<file path="src/rtl/icebreaker_system_fabric.sv">
`timescale 1ns/1ps
// icebreaker_system_fabric: reset synchronizer, fetch/load-store arbiter in
// front of a single-port EBR, plus a small peripheral block (LED register,
// 64-bit cycle counter with a high-word shadow).
//
// state | meaning
// IDLE  | pick a requester, issue the EBR access combinationally
// IRESP | instr_gnt high, fetch data valid this cycle
// DRESP | data_gnt high, load data valid this cycle
module icebreaker_system_fabric #(
    parameter int MEM_AW     = 10,
    parameter int RST_STAGES = 2,
    parameter int NUM_LED    = 3
) (
    input  logic               clk,
    input  logic               RSTN,
    output logic               rstz,

    input  logic [31:0]        instr_addr,
    input  logic               instr_req,
    output logic [31:0]        instr_data,
    output logic               instr_gnt,

    input  logic [31:0]        data_addr,
    input  logic [31:0]        data_wr_data,
    input  logic [3:0]         data_wr_mask,
    input  logic               data_rd_req,
    input  logic               data_wr_req,
    output logic [31:0]        data_rd_data,
    output logic               data_gnt,

    output logic [MEM_AW-1:0]  mem_addr,
    output logic [31:0]        mem_wr_data,
    output logic [3:0]         mem_wr_mask,
    output logic               mem_en,
    output logic               mem_wr_en,
    input  logic [31:0]        mem_rd_data,

    output logic [NUM_LED-1:0] led
);

    localparam logic [31:0] MEM_BYTES   = 32'(64'(4) << MEM_AW);
    localparam logic [31:0] LED_ADDR    = 32'h8000_0000;
    localparam logic [31:0] CNT_LO_ADDR = 32'h8000_0004;
    localparam logic [31:0] CNT_HI_ADDR = 32'h8000_0008;

    typedef enum logic [1:0] {
        IDLE  = 2'd0,
        IRESP = 2'd1,
        DRESP = 2'd2
    } state_t;

    state_t              state;
    logic [RST_STAGES-1:0] rst_sync;
    logic                last_data;
    logic                resp_mem;
    logic [31:0]         resp_data;
    logic [63:0]         cycle_cnt;
    logic [31:0]         shadow;

    logic                data_req;
    logic                pick_data;
    logic                pick_instr;
    logic                instr_in_mem;
    logic                data_in_mem;
    logic [31:0]         periph_rd;
    logic [NUM_LED-1:0]  led_mask;

    // Reset synchronizer: asserts asynchronously, releases after RST_STAGES edges.
    always_ff @(posedge clk or negedge RSTN) begin
        if (!RSTN) rst_sync <= '0;
        else       rst_sync <= {rst_sync[RST_STAGES-2:0], 1'b1};
    end

    assign rstz = rst_sync[RST_STAGES-1];

    assign data_req     = data_rd_req | data_wr_req;
    assign instr_in_mem = (instr_addr < MEM_BYTES);
    assign data_in_mem  = (data_addr < MEM_BYTES);

    // Requester selection in IDLE: round-robin on contention, last winner yields.
    always_comb begin
        pick_data  = 1'b0;
        pick_instr = 1'b0;
        if (rstz && state == IDLE) begin
            if (data_req && instr_req) begin
                if (last_data) pick_instr = 1'b1;
                else           pick_data  = 1'b1;
            end else if (data_req) begin
                pick_data = 1'b1;
            end else if (instr_req) begin
                pick_instr = 1'b1;
            end
        end
    end

    assign mem_en      = (pick_data && data_in_mem) || (pick_instr && instr_in_mem);
    assign mem_wr_en   = pick_data && data_in_mem && data_wr_req;
    assign mem_addr    = pick_data ? data_addr[MEM_AW+1:2] : instr_addr[MEM_AW+1:2];
    assign mem_wr_data = data_wr_data;
    assign mem_wr_mask = data_wr_mask;

    // Peripheral read mux, sampled in IDLE so the counter value is the one at grant time.
    always_comb begin
        periph_rd = '0;
        case (data_addr)
            LED_ADDR:    periph_rd[NUM_LED-1:0] = led;
            CNT_LO_ADDR: periph_rd = cycle_cnt[31:0];
            CNT_HI_ADDR: periph_rd = shadow;
            default:     periph_rd = '0;
        endcase
    end

    // Expand byte-lane write mask onto the LED bits.
    always_comb begin
        led_mask = '0;
        for (int i = 0; i < NUM_LED; i++) begin
            led_mask[i] = data_wr_mask[2'(i / 8)];
        end
    end

    // Arbiter FSM, peripheral registers and cycle counter.
    always_ff @(posedge clk or negedge RSTN) begin
        if (!RSTN) begin
            state     <= IDLE;
            instr_gnt <= 1'b0;
            data_gnt  <= 1'b0;
            last_data <= 1'b0;
            resp_mem  <= 1'b0;
            resp_data <= '0;
            led       <= '0;
            cycle_cnt <= '0;
            shadow    <= '0;
        end else if (!rstz) begin
            state     <= IDLE;
            instr_gnt <= 1'b0;
            data_gnt  <= 1'b0;
            last_data <= 1'b0;
            resp_mem  <= 1'b0;
            resp_data <= '0;
            led       <= '0;
            cycle_cnt <= '0;
            shadow    <= '0;
        end else begin
            cycle_cnt <= cycle_cnt + 64'd1;
            instr_gnt <= 1'b0;
            data_gnt  <= 1'b0;
            resp_mem  <= 1'b0;
            resp_data <= '0;
            unique case (state)
                IDLE: begin
                    if (pick_data) begin
                        state     <= DRESP;
                        data_gnt  <= 1'b1;
                        last_data <= 1'b1;
                        if (data_wr_req) begin
                            // writes return 0; counter addresses are read-only
                            if (data_addr == LED_ADDR)
                                led <= (led & ~led_mask) | (data_wr_data[NUM_LED-1:0] & led_mask);
                        end else begin
                            resp_mem <= data_in_mem;
                            if (data_addr[31:28] == 4'h8)
                                resp_data <= periph_rd;
                            if (data_addr == CNT_LO_ADDR)
                                shadow <= cycle_cnt[63:32];
                        end
                    end else if (pick_instr) begin
                        state     <= IRESP;
                        instr_gnt <= 1'b1;
                        last_data <= 1'b0;
                        resp_mem  <= instr_in_mem;
                    end
                end
                IRESP:   state <= IDLE;
                DRESP:   state <= IDLE;
                default: state <= IDLE;
            endcase
        end
    end

    assign instr_data   = (instr_gnt && resp_mem) ? mem_rd_data : '0;
    assign data_rd_data = data_gnt ? (resp_mem ? mem_rd_data : resp_data) : '0;

endmodule

</file>
<file path="config.mk">
export PLATFORM = sky130hd
export DESIGN_NAME = icebreaker_system_fabric
export DESIGN_NICKNAME = d
export VERILOG_FILES = /design/src/rtl/icebreaker_system_fabric.sv
export SDC_FILE = /design/constraint.sdc
export NUM_CORES = 1
export LEC_CHECK = 0
export CORE_ASPECT_RATIO = 0.5
export CORE_MARGIN = 10
export CORE_UTILIZATION = 50
export DETAILED_ROUTE_END_ITERATION = 6
export GPL_ROUTABILITY_DRIVEN = 0
export PLACE_DENSITY = 0.93
export SETUP_SLACK_MARGIN = 0.1
export SYNTH_ARGS = -nofsm -noshare
export SYNTH_HDL_FRONTEND = slang
export SYNTH_SLANG_ARGS = --single-unit
</file>
<file path="constraint.sdc">
create_clock -name clk -period 3.3 [get_ports clk]
set_input_delay 0.495 -clock clk [delete_from_list [all_inputs] [get_ports clk]]
set_output_delay 0.495 -clock clk [all_outputs]
set_load 0.01 [all_outputs]
</file>
* Yosys cells after proc, flatten, opt, wreduce, memory -nomap -nowiden *
Index checks and enable logic that the tools add are counted.

cells by class
  reductions and logical operators = 11
  equality and inequality tests = 12
  mux-type cells = 51
  $add $sub $neg = 1
  bitwise gates (word level) = 5
  order comparisons = 2

operators with widths
  kind                                                   count
  two-way mux 32 bit                                     13
  == test 32 bit, second input constant                  3
  adder 64 x 1 -> 64 bit, second input constant          1
  < comparator 32 x 13 -> 1 bit, second input constant   2
  two-way mux 64 bit                                     1
  one-hot mux 29 bit (2 select lines)                    1
  two-way mux 1 bit                                      25
  two-way mux 3 bit                                      5
  two-way mux 10 bit                                     1
  one-hot mux 3 bit (3 select lines)                     1
  two-way mux 2 bit                                      4
  inequality test 2 x 1 -> 1 bit, second input constant  4
  AND reduction 4 bit                                    2
  AND 3 bit                                              2
  logical AND 1 bit                                      6
  == test 4 bit, second input constant                   1
  inequality test 2 bit, second input constant           2
  inequality test 4 bit, second input constant           1
  inequality test 3 x 1 -> 1 bit, second input constant  1
  NOT 3 bit                                              1
  OR 3 bit                                               1
  zero test 2 bit                                        1
  AND reduction 2 bit                                    1
  logical OR 1 bit                                       1
  OR 1 bit                                               1

word-level totals
  bits of input ports = 137
  register bits = 139
  logic and storage cells = 92

* Depth between registers and ports, before layout *
  word-level depth = 8
  mapped depth = 8

* Worst setup path after synthesis *
No wires, ideal clock.

  path kind = in2out
  from = input instr_req
  to = output mem_wr_en
  stages on the path = 4
  arrival = 1719 ps
  path buffers = 0
  setup slack = 1086 ps
  cell sequence = a2111oi_1 -> nand2_1 -> nor4_1 -> and2_1

on the way
  word-level cells in the longest chain between the ends = 5

ends and longest elaborated chain
  what                             RTL line  RTL
  start: declaration               20        input logic instr_req,
  logical AND 1 bit                86        if (data_req && instr_req) begin
  two-way mux 1 bit                86
  two-way mux 1 bit                85        if (rstz && state == IDLE) begin
  logical AND 1 bit (2 in series)  98        assign mem_wr_en = pick_data && data_in_mem && data_wr_req;
  end: declaration                 36        output logic mem_wr_en,

No other way between the ends.

* Worst setup path in the final report *
  from = input data_wr_req
  to = output mem_wr_en

on the way
  word-level cells in the longest chain between the ends = 6
  elaborated cells between the ends (all ways) = 7

ends and longest elaborated chain
  what                                                    RTL line  RTL
  start: declaration                                      28        input logic data_wr_req,
  OR 1 bit                                                77        assign data_req = data_rd_req | data_wr_req;
  two-way mux 1 bit or logical AND 1 bit (tied branches)  89, 86
  two-way mux 1 bit                                       86
  two-way mux 1 bit                                       85
  logical AND 1 bit                                       98
  logical AND 1 bit *                                     98

Mark *: on every way between the ends. The rest lies on a longest branch, timed or not.

==> results by stage <==
Worst hold path:
- The path class of the tightest hold or removal check is input port to asynchronous set/reset pin.

Layout:
- The core utilization of the finished layout is around 69%.
- Excluding fillers, the count of instances in the completed layout stands at between 1000 and 1500.
- The share of post-route cells with drive strength above 1 is approximately 7.3%.
- The area of all placed cells without fillers is ~10000 sq um.
- In the final design database the tool counted about 1100 nets.
- Fill cells in the final layout number ~900.
- The number of antenna diodes in the final layout is 0.
- Compared with the post-synthesis result, the final layout area differs by 32.6%.

STA:
- The final number of hold-violating endpoints was 0.
- The worst slew margin relative to its limit is 35.8%.
- Based on the critical path, the design can be clocked at up to 0.320 GHz.
- Setup repair after global routing left no endpoint under its margin.
- The smallest hold slack is between 20 and 30 ps.
- The clock arrives with 7.97 ps of skew.
- The number of endpoints failing setup at the final stage is 0.
- The slew at the pin closest to its max-slew limit is a little under 1000 ps.
- The worst setup margin is 173 ps.
- The part of the cycle the worst path needs is a little over nine tenths.
- The final period demand of the worst path is about 3100 ps.
- The max-slew violation count was 0.
- The accumulated negative setup slack is 0 ps.

Routing:
- Dividing the detail-routed wire length by the instance count gives around 24 microns.
- For this block, the routed nets add up to roughly 28000 microns of wire.
- The via count of the routed design is between 7000 and 8000.
- In the routed design, unresolved DRC markers number 0.
- The detail route stage leaves a number of antenna-violating nets equal to 0.
- The DRC violation total after the first TritonRoute iteration is 1077.
- The first detailed-routing pass ran for 6 iterations.
- Using the TritonRoute via totals, the vias-per-cell ratio works out to between 6 and 7.

Synth:
- The mean instance size in the synthesized netlist is 9.36 sq um.
- The number of flip-flops and latches in the synthesized netlist is between 100 and 150.
- Sorting the synthesized cells by area gives the leading types as dfrtp_1 (46%), mux2i_1 (9.3%), nand2_1 (6.6%), a32o_1 (3.8%), xor2_1 (3.7%).
- After synthesis, the most frequently instantiated cells are dfrtp_1 (139), nand2_1 (134), mux2i_1 (71).
- The synthesis warning total is 0.
- The number of enable-type register cells in the synthesized netlist is 0.
- The synthesized netlist contains 38 unique library cells.
- For this run, asynchronously set or reset flops after synthesis account for 100%.
- Summing the sequential cell areas from Yosys gives a little under half of the chip area.
- The cell count after synthesis came out at 815.
- The summed instance area of the synthesized netlist is 7630 sq um.
- Counting every net in the synthesized netlist gives between 900 and 1000.
- By instance count, the leading cell after synthesis is dfrtp_1.
- The area share of the largest cell type after synthesis is roughly 46%.
- The largest total area in the synthesized netlist belongs to dfrtp_1.
- In the synthesized netlist the dominant register cell turns out to be dfrtp_1.

Place:
- In this run the tool buffered the top-level ports with 188 buffer cells.
- The worst setup slack before clock tree synthesis is -10.0 ps.
- The HPWL after detailed placement is approximately 19000 microns.
- The post-place instance area is 9470 sq um.
- Counting tap cells, the placed design contains a total of around 1100 instances.

Global routing:
- The global-route track usage on met1 is roughly 28%.
- The number of antenna violations at the first check in global routing is 0.
- The number of global-route vias before repair is 7095.
- The routing layer with the top usage in global route is met2.
- For met2 alone, demand over resource in global routing was between 40% and 50%.
- The first global-routing pass estimated 41600 microns of wire.
- Entering global routing, the biggest net connects 75 pins.
- The remaining global-route overflow is 0.
- The met3 usage in global routing is about 8.4%.
- Global routing used roughly 25% of the available tracks.

Clocking:
- The depth of the CTS H-tree is 4.
- Counting along the longest clock path gives a buffer depth of 2.
- Clock tree synthesis found a total of approximately 140 sinks.
- The clock insertion delay at the later pin of the skew report is 420 ps.
- TritonCTS created 17 clock buffers.
- The clock transition at the register clock pins on the worst setup and hold paths after CTS is about 60 ps.
- TritonCTS built the clock tree.
- The root buffer cell chosen for the clock tree is clkbuf_16.
- The post-CTS setup repair buffer count is 0.

Pwr:
- Dividing total power by cell area gives a power density of approximately 400 nW/um^2.
- Summing internal, switching and leakage power gives roughly 4.1 mW.
- The leakage dissipation is approximately 4 nW.
- The worst-case IR drop observed on VDD is 0.389 mV.

Floorplanning:
- In this run the count of I/O pins placed on the die edge is 255.
- From bottom edge to top edge, the die measures about 110 microns.
- The total die area is between 20000 and 25000 sq um.
- The initial standard-cell utilization of the core is 51.9%.
- After floorplanning, the core was divided into 31 placement rows.
- The total area inside the core boundary comes to ~15000 sq um.
- The width of the die is slightly below 200 microns.

Critical path:
- The top fanout value on the critical path is 4.
- The start-to-end type of the worst setup path is input port to output pin.
- The sort of element at the end of the critical path is an output pin.
- The worst register-to-register path has a depth of 7.
- At the worst endpoint, the required time is ~2800 ps.
- STA puts the critical path data arrival time at 2630 ps.
- The startpoint kind of the worst setup timing path is an input port.

Outcome:
- The run finished with clean final reports.

Run:
- The max-capacitance violation count is 0.
## path summary, 6_finish.rpt
check	end	from	slack [ps]
max	mem_wr_en	data_wr_req	170
min in group clk	rst_sync[1]	rst_sync[0]	350
min	cycle_cnt[60]	RSTN	30
max reg2reg	cycle_cnt[60]	cycle_cnt[0]	630
min reg2reg	rst_sync[1]	rst_sync[0]	350
max in group asynchronous	shadow[21]	RSTN	2450
## timing repair
item                       4_1_cts  5_1_grt
setup endpoints to repair       12       12
gates resized for setup          2        4
hold buffers                     0        0
## final cells by class
cell class	instances	area [sq um]	area share, %
Clock buffer	18	429	4.24
Clock inverter	14	181	1.79
Inverter	7	30.0	0.297
Multi-Input combinational cell	580	3680	36.4
Sequential cell	139	3480	34.4
Tap cell	198	248	2.45
Timing Repair Buffer	207	2070	20.5
## power breakdown
part / switching (mW) / leakage (nW) / internal, mW
Combinational: 0.165 / 1.84 / 0.185
Sequential: 0.0264 / 1.93 / 1.71
Clock: 0.781 / 0.297 / 1.21
Total: 0.972 / 4.07 / 3.11
## per-layer routing
layer | part of all wire (%) | up-vias | wire length [microns]
met5 | 0 | - | 0
met4 | 2.7 | 0 | 745
met3 | 11 | 89 | 3150
met2 | 51 | 554 | 14000
met1 | 35 | 3416 | 9790
li1 | - | 3114 | -
## layout by cell type (no fill, tap or decap), types with 3 or more instances in the layout
master / Yosys / final
xor2_1: 32 / 32
or4_1: 3 / 3
inv_6: 0 / 7
nand3_1: 22 / 22
nor4_1: 21 / 20
buf_12: 0 / 4
nand4_1: 29 / 29
a32o_1: 29 / 29
nor2_1: 58 / 58
and2_1: 7 / 7
bufinv_16: 0 / 3
o21ai_0: 22 / 22
and4_1: 6 / 6
clkdlybuf4s50_1: 0 / 187
buf_4: 36 / 16
inv_1: 6 / 5
dfrtp_1: 139 / 137
clkbuf_16: 0 / 17
nor2b_1: 34 / 33
a21oi_1: 21 / 21
and3_1: 42 / 41
mux2i_1: 71 / 71
nand2_1: 134 / 133
or3_1: 19 / 19
nor3_1: 6 / 5
xnor2_1: 8 / 8
## worst max-delay path, cell delays in order
cell,delay (ps)
clkdlybuf4s50_1,500
nor2_1,100
a2111oi_4,280
nand2_2,180
nor4_2,340
and2_1,180
clkdlybuf4s50_1,550
## state kept, by name, indices dropped and copies added (netlist names)
signal,flops
resp_data,32
state,2
led,3
instr_gnt,1
data_gnt,1
cycle_cnt,64
resp_mem,1
rst_sync,2
shadow,32
last_data,1
## kinds of logic (layout without fill, tap and decap cells)
kind of cell	count (synthesis)	after routing	synth area share [%]
buf+inv	96	246	6.67
compound gates	76	76	7.05
simple gates	391	391	26.6
xor+xnor	40	40	4.59
fa+ha+maj	1	1	0.164
flops	139	139	45.6
other cells	1	1	0.0491
mux	71	71	9.31
Note: power is estimated with default switching activity, not from simulation.
